### config.mk
export PLATFORM = sky130hd
export DESIGN_NAME = mul_seq_n
export DESIGN_NICKNAME = d
export VERILOG_FILES = /design/src/rtl/mul_seq_n_pkg.sv /design/src/rtl/add_n.sv /design/src/rtl/mul_seq_n.sv
export SDC_FILE = /design/constraint.sdc
export NUM_CORES = 1
export LEC_CHECK = 0
export ABC_AREA = 1
export CORE_MARGIN = 4
export CORE_UTILIZATION = 58
export DETAILED_ROUTE_END_ITERATION = 7
export PLACE_DENSITY = 0.95
export RECOVER_POWER = 25
export SLEW_MARGIN = 15
export SYNTH_ARGS = -nofsm -noshare
export SYNTH_HDL_FRONTEND = slang
export SYNTH_HIERARCHICAL = 1
export SYNTH_SLANG_ARGS = --single-unit
### constraint.sdc
create_clock -name clk -period 66.1 [get_ports clk]
set_input_delay 13.22 -clock clk [delete_from_list [all_inputs] [get_ports clk]]
set_output_delay 13.22 -clock clk [all_outputs]
set_load 0.005 [all_outputs]
### src/rtl/mul_seq_n_pkg.sv
// Shared definitions for the iterative shift-add multiplier: FSM encodings and default width.
package mul_seq_n_pkg;

  typedef enum logic [1:0] {
    S_IDLE = 2'b00,
    S_EXEC = 2'b01,
    S_DONE = 2'b10
  } state_t;

  localparam int DEF_WIDTH = 32;

endpackage

### src/rtl/add_n.sv
// N-bit ripple-carry adder from 2-input gates; carry out of the top bit is dropped (mod 2^N).
module add_n #(
  parameter int N = 64
) (
  input  logic [N-1:0] a,
  input  logic [N-1:0] b,
  output logic [N-1:0] sum
);

  wire [N-1:0] p;
  wire [N-1:0] g;
  wire [N-1:0] pc;
  wire [N-1:0] c;
  wire [N-1:0] s;

  assign c[0] = 1'b0;

  for (genvar i = 0; i < N; i++) begin : g_bit
    xor u_p (p[i], a[i], b[i]);
    xor u_s (s[i], p[i], c[i]);
    // The last stage needs no carry out.
    if (i < N - 1) begin : g_carry
      and u_g  (g[i],  a[i], b[i]);
      and u_pc (pc[i], p[i], c[i]);
      or  u_c  (c[i+1], g[i], pc[i]);
    end else begin : g_top
      assign g[i]  = 1'b0;
      assign pc[i] = 1'b0;
    end
  end

  assign sum = s;

endmodule

### src/rtl/mul_seq_n.sv
// Iterative shift-add multiplier with start/done handshake; one multiplier bit per EXEC cycle,
// optionally stopping early once the remaining multiplier bits are all zero.
module mul_seq_n
  import mul_seq_n_pkg::*;
#(
  parameter int WIDTH      = DEF_WIDTH,
  parameter bit EARLY_EXIT = 1'b1
) (
  input  logic               clk,
  input  logic               reset_n,
  input  logic               op_start,
  input  logic               op_clear,
  input  logic [WIDTH-1:0]   multiplicand,
  input  logic [WIDTH-1:0]   multiplier,
  output logic [2*WIDTH-1:0] result,
  output logic               busy,
  output logic               op_done
);

  localparam int CW = (WIDTH > 1) ? $clog2(WIDTH) : 1;

  state_t             state_r;
  state_t             state_nxt;
  logic [2*WIDTH-1:0] mcand_r;
  logic [WIDTH-1:0]   mplr_r;
  logic [CW-1:0]      cnt_r;
  logic [2*WIDTH-1:0] result_r;
  logic [2*WIDTH-1:0] sum;
  logic [WIDTH-1:0]   mplr_nxt;
  logic               last;

  add_n #(.N(2*WIDTH)) u_add (
    .a   (result_r),
    .b   (mcand_r),
    .sum (sum)
  );

  assign mplr_nxt = mplr_r >> 1;
  assign last     = (cnt_r == CW'(WIDTH - 1)) || (EARLY_EXIT && (mplr_nxt == '0));

  always_ff @(posedge clk or negedge reset_n) begin
    if (!reset_n) begin
      state_r <= S_IDLE;
    end else begin
      state_r <= state_nxt;
    end
  end

  always_comb begin
    state_nxt = state_r;
    if (op_clear) begin
      state_nxt = S_IDLE;
    end else begin
      case (state_r)
        S_IDLE:  if (op_start) state_nxt = S_EXEC;
        S_EXEC:  if (last)     state_nxt = S_DONE;
        S_DONE:  state_nxt = S_IDLE;
        default: state_nxt = S_IDLE;
      endcase
    end
  end

  always_ff @(posedge clk or negedge reset_n) begin
    if (!reset_n) begin
      mcand_r  <= '0;
      mplr_r   <= '0;
      cnt_r    <= '0;
      result_r <= '0;
    end else if (op_clear) begin
      mcand_r  <= '0;
      mplr_r   <= '0;
      cnt_r    <= '0;
      result_r <= '0;
    end else begin
      case (state_r)
        S_IDLE: begin
          if (op_start) begin
            mcand_r  <= {{WIDTH{1'b0}}, multiplicand};
            mplr_r   <= multiplier;
            cnt_r    <= '0;
            result_r <= '0;
          end
        end
        S_EXEC: begin
          if (mplr_r[0]) result_r <= sum;
          mcand_r <= mcand_r << 1;
          mplr_r  <= mplr_nxt;
          cnt_r   <= cnt_r + CW'(1);
        end
        default: ;
      endcase
    end
  end

  assign result  = result_r;
  assign busy    = (state_r != S_IDLE);
  assign op_done = (state_r == S_DONE);

endmodule

==> results of run 1 <==
routing by layer:
metal / track usage, % / share of wire, % / vias to the layer above
met5: 0 / 0 / -
met4: 11.9 / 3.6 / 0
met3: 4.43 / 4.7 / 55
met2: 40.0 / 51 / 221
met1: 33.0 / 40 / 3072
li1: - / - / 2887
final cells by class:
type | instances | area (sq um)
flip-flops and latches | 167 | 4180
inverters | 115 | 433
clock buffers | 25 | 485
clock inverters | 4 | 70.1
repair buffers | 139 | 1370
multi-input cells | 492 | 3400
fillers | 995 | 3720
well taps | 180 | 225
power by group through the flow:
stage	registers [mW]	logic [mW]	clock network, mW
after floorplan	0.120	0.0294	0
after detailed placement	0.122	0.0438	0
after CTS	0.121	0.0442	0.0967
after global routing	0.122	0.0495	0.101
final	0.121	0.0435	0.0955
after global placement	0.122	0.0415	0
worst max-delay path: cells and delay by family (launching register included):
kind / cells / cell delay (ps)
compound gates: 1 / 130
fa+ha+maj: 63 / 25040
flops: 1 / 400
buf+inv: 2 / 110
simple gates: 2 / 130
logic make-up (layout without fill, tap and decap cells):
kind of cell / after synthesis / in the layout
buffers and inverters: 161 / 283
and+or+nand+nor: 250 / 250
xor gates and xnor gates: 1 / 1
DFF: 167 / 167
AOI/OAI and AO/OA: 176 / 176
adders and majority gates: 65 / 65
cells in the final DEF (no fill, tap or decap), drive strengths merged:
cell type / count
a22oi: 54
bufinv: 2
ha: 3
clkbuf: 26
nor2: 30
xor2: 1
clkinv: 3
a31oi: 1
o22ai: 31
or4: 1
o21ai: 86
inv: 114
fa: 62
dfrtp: 167
nand2: 162
nand3: 57
clkdlybuf4s50: 116
dlygate4sd3: 16
a21oi: 2
buf: 6
a22o: 2
worst min path at each step:
stage / startpoint / to / slack [ps] / cells after the start
2_1_floorplan: cnt_r[4]$_DFFE_PN0P_ / cnt_r[4]$_DFFE_PN0P_ / 470 / 1
3_3_place_gp: cnt_r[4]$_DFFE_PN0P_ / cnt_r[4]$_DFFE_PN0P_ / 490 / 1
3_5_place_dp: cnt_r[4]$_DFFE_PN0P_ / cnt_r[4]$_DFFE_PN0P_ / 510 / 1
4_1_cts: mplr_r[24]$_DFFE_PN0P_ / mplr_r[24]$_DFFE_PN0P_ / 530 / 2
5_1_grt: mplr_r[28]$_DFFE_PN0P_ / mplr_r[28]$_DFFE_PN0P_ / 550 / 2
6_report: mplr_r[22]$_DFFE_PN0P_ / mplr_r[22]$_DFFE_PN0P_ / 520 / 2
registers in the layout, indices dropped and copies added, names as in the netlist:
register and flops:
result 64, state_r 2, mplr_r 32, mcand_r 64, cnt_r 5
==> results by stage, run 1 <==
Clocking:
- The TritonCTS clock tree is yes.
- CTS placed an instance of clkbuf_16 at the clock tree root.
- The clock transition at the registers of the reported paths is 60 ps.
- The worst-case clock buffer depth is 2.
- The number of buffers inserted for hold repair after clock tree synthesis is 0.
- In this run, post-CTS repair resized a total of 0 instances.
- The clock tree synthesis step divided the H-tree into 4 levels.
- The clock net in this run drives a total of 167 sinks.
- For the worst-skew pair, the clock arrives at the later sink with an insertion delay of 420 ps.
- The number of buffers added for setup after CTS is 0.
- The number of buffers added by the clock tree synthesis step is 17.

Power and ir drop:
- The switching share of power is 28.6%.
- The overall power is 0.260 mW.
- The power share of the sequential group is 46.5%.
- The net switching power figure is 0.0743 mW.
- The worst-case IR drop observed on VDD is 0.0000205 V.
- The part of the total power dissipated in the clock network is 36.8%.
- The total power per unit cell area is 25.6 mW/mm^2.
- In this run, the combinational gates consume 16.8% of the power.
- For this design the static power due to leakage is 4.76 nW.
- The internal power consumption is 0.185 mW.

Yosys:
- Counting flops with an async set or reset pin after synthesis yields a share of 100%.
- By count the netlist is led by 167 x dfrtp_1, 162 x nand2_1, 111 x inv_1.
- Counting every net in the synthesized netlist gives 953.
- The simple-gate share of the synthesized area is 12.5%.
- Averaged over all synthesized cells, the footprint is 10.0 sq um.
- By area, the combinational part of the netlist is dominated by adder cells.
- Summing every instance area after synthesis gives 0.00821 sq mm.
- The distinct cell type count after synthesis is 24.
- The synthesized netlist devotes 13.1% of its cell area to compound gates.
- After Yosys synthesis, XOR and XNOR cells account for 0.107% of the synthesized area.
- For this run, the number of Yosys warnings is 6.
- The share of synthesized area in the top cell type comes to 50.9%.
- By instance count, the leading cell after synthesis is dfrtp_1.
- After synthesis the netlist holds a flip-flop and latch count of 167.
- The fraction of synthesized area in multiplexers is 0%.
- By area the synthesized netlist is led by dfrtp_1 51%, fa_1 15%, nand2_1 7.4%.
- After Yosys synthesis, full adders, half adders and majority gates account for 15.6% of the synthesized area.
- In this run, synthesis inferred 0 flip-flops with an integrated enable.
- For this run, the register share of the synthesized area comes to 50.9%.
- The largest area contributor in the netlist is dfrtp_1.
- The prevailing post-synth register cell is dfrtp_1.
- Synthesis handed over a netlist of 820 instances.

Final layout:
- The finished cells cover 0.0102 sq mm.
- For this run, the post-layout net count is 1065.
- 0 antenna diodes ended up in the layout.
- The post-layout instance count excluding filler cells is 1122.
- The post-route core utilization is 73.2%.
- The layout cell share with drive strength beyond 1 is 4.03%.
- The area growth from synthesis to layout is 23.7%.

Global route:
- The global router's overall resource usage is 24.8%.
- The global-route congestion overflow total is 0.
- Entering global routing, the biggest net connects 86 pins.
- The wire length of the first global-routing pass is 31.9 mm.
- The via count of the first global-routing pass is 6531.
- The number of antenna violations at the first check in global routing is 0.

Run status:
- The checks that failed: max-capacitance violations, max-slew violations.
- The flow ran to the end, but the final reports show violations.

Worst setup path:
- The setup slack on the worst flop-to-flop path is 40200 ps.
- The data arrival time of the critical path is 26230 ps.
- The largest stage delay on the critical path is 440 ps.
- The reg-to-reg endpoint is result[63]$_DFFE_PN0P_.
- The worst setup path is captured at a register.
- The most repeated library cell on the critical path is fa_1.
- STA classifies the critical path startpoint as a register.
- In this run the worst setup path terminates at result[63]$_DFFE_PN0P_.
- The biggest fanout along the worst timing path is 3.
- Data on the critical path is required at its endpoint by 66440 ps.
- The launching element of the worst setup path is result[0]$_DFFE_PN0P_.
- The slowest cell on the critical path is fa_1.
- The number of cells on the worst reg-to-reg path is 68.
- The startpoint identified for the worst register-to-register timing path is result[0]$_DFFE_PN0P_.
- By startpoint and endpoint, the worst setup path is classified as reg2reg.

Detailed routing:
- The routed length per placed instance is 16.5 um.
- The first-pass iteration count of the detailed router is 7.
- The count of vias placed by the detailed router is 6235.
- After detailed routing, the number of remaining DRC violations is 0.
- The final layout contains routed wiring with a total length of 18.5 mm.
- Once detail routing completed, the nets flagged for antenna violations numbered 0.
- The number of vias per cell after detailed routing is 5.56.
- For this block, the initial DRC count from the detailed router was 589.

Placed design:
- The count of buffers added on input and output ports is 133.
- The wire-length estimate of the detail-placed layout is 12.7 mm.
- The post-place instance area is 0.00961 sq mm.
- Counting tap cells, the placed design contains a total of 1093 instances.
- The worst setup slack after placement is 40360 ps.
- The routability congestion estimate from global placement is 0.789.

STA:
- The count of final setup violators is 0.
- The tightest slew margin relative to the limit is -196%.
- The shortest period the worst path allows is 25900 ps.
- The tightest hold path in the finished design has a slack of 523 ps.
- Summed over all failing endpoints, the final setup total negative slack is 0 ps.
- Setup repair after global routing left no endpoint under its margin.
- The final count of pins violating max slew is 86.
- The count of endpoints failing hold in the final timing report is 0.
- For this run, the top clock speed supported by timing is 0.0386 GHz.
- The post-route clock skew is 11.4 ps.
- The actual transition at the worst max-transition pin is 4440 ps.
- The final worst-path cycle share is 39.2%.
- The worst-case setup margin in the final layout is 40200 ps.

Floorplan:
- The full die area is 0.0161 sq mm.
- The core outline area is 0.0139 sq mm.
- The site row count is 43.
- The floorplan step set the die height to 127 um.
- The initial utilization of the core area, before any placement, comes to 59.2%.
- 134 I/O pins were placed.
- The floorplan die width is 127 um.

Job:
- Max-cap violations in this run came to 1.

Hold path:
- The worst min-delay path class is reg2reg.
(Power assumes the default switching activity.)
==> run 2: changes to the inputs <==
Settings changed: CORE_UTILIZATION 58 to 54, PLACE_DENSITY 0.95 to 0.93.
Clock period 66.1 ns to 26.9 ns, I/O delays scaled along.
==> run 2 against run 1 <==
Against the previous run: the run still ends with max-capacitance violations, max-slew violations left; clock skew decreased by 2.4 ps; first-iteration DRC count decreased by 24%; die area increased by 6.9%; combinational power increased by 150%; largest power group unchanged; highest routed layer unchanged.
==> results by stage, run 2 (same netlist as run 1, synthesis figures left out) <==
Run status:
- The run finished, with violations left.
- The final reports fail on max-capacitance violations, max-slew violations.

Global route:
- The global-route congestion overflow total was 0 (unchanged).
- The number of antenna violations at the first check in global routing is 0 (unchanged).
- The wire length of the first global-routing pass was 31.9 mm (-0.19%).
- The global router's overall resource usage is 22.8% (-2.0 points).
- The fraction of met2 tracks used by global routing is 38.3% (-1.7 points).
- The fraction of met3 tracks used by global routing is 5.20% (+0.77 points).
- The via count of the first global-routing pass is 6588 (+0.87%).
- The largest net degree at the start of global routing is 111 (+29%).
- The global-route layer with the greatest usage is met2.
- The met1 demand-to-capacity share in global routing is 28.5% (-4.5 points).

Worst setup path:
- The largest stage delay on the critical path is 430 ps (about the same).
- The setup slack on the worst flop-to-flop path is 980 ps (-39220 ps).
- The biggest fanout along the worst timing path is 3 (unchanged).
- The worst setup path is captured at a register.
- The data arrival time of the critical path was 26250 ps (+20 ps).
- The number of cells on the worst reg-to-reg path is 68 (unchanged).
- The required time at the worst-slack endpoint is 27230 ps (-39210 ps).
- The critical path is of the reg2reg type.
- The reg-to-reg endpoint is result[63]$_DFFE_PN0P_.
- The slowest cell on the critical path is fa_1.
- By instance count, the cell type seen most on the critical path is fa_1.
- The element type at the critical path start is a register.
- In this run the critical register-to-register path is launched from result[0]$_DFFE_PN0P_.

Placed design:
- The half-perimeter wire length after detailed placement was 12.2 mm (-4.6%).
- The number of I/O port buffers was 133 (unchanged).
- The post-place instance area is 0.00962 sq mm (about the same).
- The worst setup slack after placement is 1340 ps (-39030 ps).
- The routability congestion estimate from global placement is 0.777 (-1.4%).

STA:
- The post-route clock skew came to 8.95 ps (-2.41 ps).
- The final worst-path cycle share is 96.4% (+57 points).
- Setup repair after global routing left no endpoint under its margin.
- The actual transition at the worst max-transition pin was 5650 ps (+1210 ps).
- The shortest period the worst path allows is 25920 ps (+23.6 ps).
- The final count of pins violating max slew came to 111 (+29%).
- The achievable frequency came to 0.0386 GHz (about the same).
- The count of final setup violators is 0 (unchanged).
- The total negative slack for setup checks is 0 ps (unchanged).
- The tightest slew margin relative to the limit is -276% (-80 points).
- The worst-case setup margin in the final layout is 980 ps (-39220 ps).
- The count of endpoints failing hold in the final timing report was 0 (unchanged).

Clocking:
- The clock transition at the registers of the reported paths was 60 ps (about the same).
- The TritonCTS clock tree is yes.
- The number of buffers inserted for hold repair after clock tree synthesis is 0 (unchanged).
- The number of buffers added for setup after CTS is 0 (unchanged).
- The worst-case clock buffer depth was 2 (unchanged).
- The number of clock sinks is 167 (unchanged).
- The clock latency on the worst-skew pair is 430 ps (about the same).
- The number of buffers added by the clock tree synthesis step came to 17 (unchanged).
- The number of resized instances in the post-cts repair step is 0 (unchanged).
- The master cell of the clock root buffer is clkbuf_16.
- The number of H-tree levels is 4 (unchanged).

Power and ir drop:
- The leakage power of the design is 4.72 nW (-0.84%).
- The worst ir drop on vdd came to 0.0000441 V (+120%).
- The total power per unit cell area came to 63.8 mW/mm^2 (+150%).

Hold path:
- The path class of the tightest hold or removal check is reg2reg.
- For hold timing, the worst endpoint is cnt_r[4]$_DFFE_PN0P_.
- The number of cells on the worst hold path is 1 (-1).
- The startpoint identified for the worst hold timing path is cnt_r[4]$_DFFE_PN0P_.

Final layout:
- The antenna diode count is 0 (unchanged).
- The number of nets in the layout is 1065 (unchanged).
- The top cell types in the final layout, fill and taps aside, are 167 x dfrtp_1, 162 x nand2_1, 132 x clkdlybuf4s50_1, 111 x inv_1, 62 x fa_1.
- The final non-filler cell area is 0.0102 sq mm (+0.50%).
- The library cell used most frequently in the layout, excluding fill and tap cells, is dfrtp_1.
- The area growth from synthesis to layout is 24.4%.
- The layout cell share with drive strength beyond 1 was 4.44% (+0.41 points).

Floorplan:
- The core outline area is 0.0147 sq mm (+5.9%).
- The I/O pin count is 134 (unchanged).
- The site row count came to 44 (+2.3%).
- The initial core utilization is 55.9% (-3.3 points).
- The vertical die dimension is 131 um (+3.4%).
- The full die area is 0.0172 sq mm (+6.9%).
- The floorplan die width is 131 um (+3.4%).

Detailed routing:
- The count of unresolved DRC violations after routing came to 0 (unchanged).
- The post-detailed-route count of antenna-violating nets is 0 (unchanged).
- The routed length per placed instance came to 16.5 um (about the same).
- The number of vias per cell after detailed routing is 5.56 (about the same).
- The first-pass iteration count of the detailed router is 5 (-2).
- The count of vias placed by the detailed router came to 6278 (+0.69%).
- The initial DRC count is 449 (-24%).
- The sum of routed wire length over all layers is 18.6 mm (+0.67%).

Job:
- The number of max-cap violations is 1 (unchanged).
[run 2: metal layers]
| metal | share of wire (%) | wire [um] | vias up |
|---|---|---|---|
| li1 | - | - | 2905 |
| met1 | 40 | 7520 | 3097 |
| met2 | 51 | 9550 | 229 |
| met3 | 5.1 | 939 | 47 |
| met4 | 3.1 | 568 | 0 |
| met5 | 0 | 0 | - |
[run 2: area by class of cell]
type	instances	area (sq um)
Fill cell	1028	4490
Multi-Input combinational cell	492	3400
Tap cell	184	230
Clock inverter	8	120
Inverter	115	433
Timing Repair Buffer	139	1370
Clock buffer	24	482
Sequential cell	167	4180
[run 2: report_power, final]
part           switching (mW)  internal, mW
registers              0.0222         0.274
clock network          0.0963         0.153
logic                  0.0673        0.0393
[run 2: metrics by stage]
| stage | utilization, % | power, mW | hold slack, ps | cells |
|---|---|---|---|---|
| 3_5_place_dp | 65.4 | 0.407 | 496 | 1097 |
| 3_3_place_gp | 65.4 | 0.401 | 490 | 1097 |
| 4_1_cts | 69.5 | 0.658 | 510 | 1129 |
| 5_1_grt | 69.5 | 0.685 | 536 | 1129 |
| 6_report | 69.5 | 0.652 | 507 | 1129 |
| 2_1_floorplan | - | 0.367 | 472 | 820 |
[run 2: how the worst max path moves through the flow]
| stage | startpoint | slack, ps | cells past startpoint | endpoint |
|---|---|---|---|---|
| after floorplan | result[0]$_DFFE_PN0P_ | 2360 | 68 | result[63]$_DFFE_PN0P_ |
| after global placement | result[0]$_DFFE_PN0P_ | 1830 | 68 | result[63]$_DFFE_PN0P_ |
| after detailed placement | result[0]$_DFFE_PN0P_ | 1340 | 68 | result[63]$_DFFE_PN0P_ |
| after CTS | result[0]$_DFFE_PN0P_ | 1120 | 68 | result[63]$_DFFE_PN0P_ |
| after global routing | result[0]$_DFFE_PN0P_ | 260 | 68 | result[63]$_DFFE_PN0P_ |
| final | result[0]$_DFFE_PN0P_ | 980 | 68 | result[63]$_DFFE_PN0P_ |
[run 2: worst max-delay path: cells and delay by family, from the launching register on]
| kind | cells | cell delay, ps |
|---|---|---|
| buf+inv | 2 | 110 |
| fa+ha+maj | 63 | 24960 |
| flops | 1 | 410 |
| simple gates | 2 | 150 |
| compound gates | 1 | 150 |
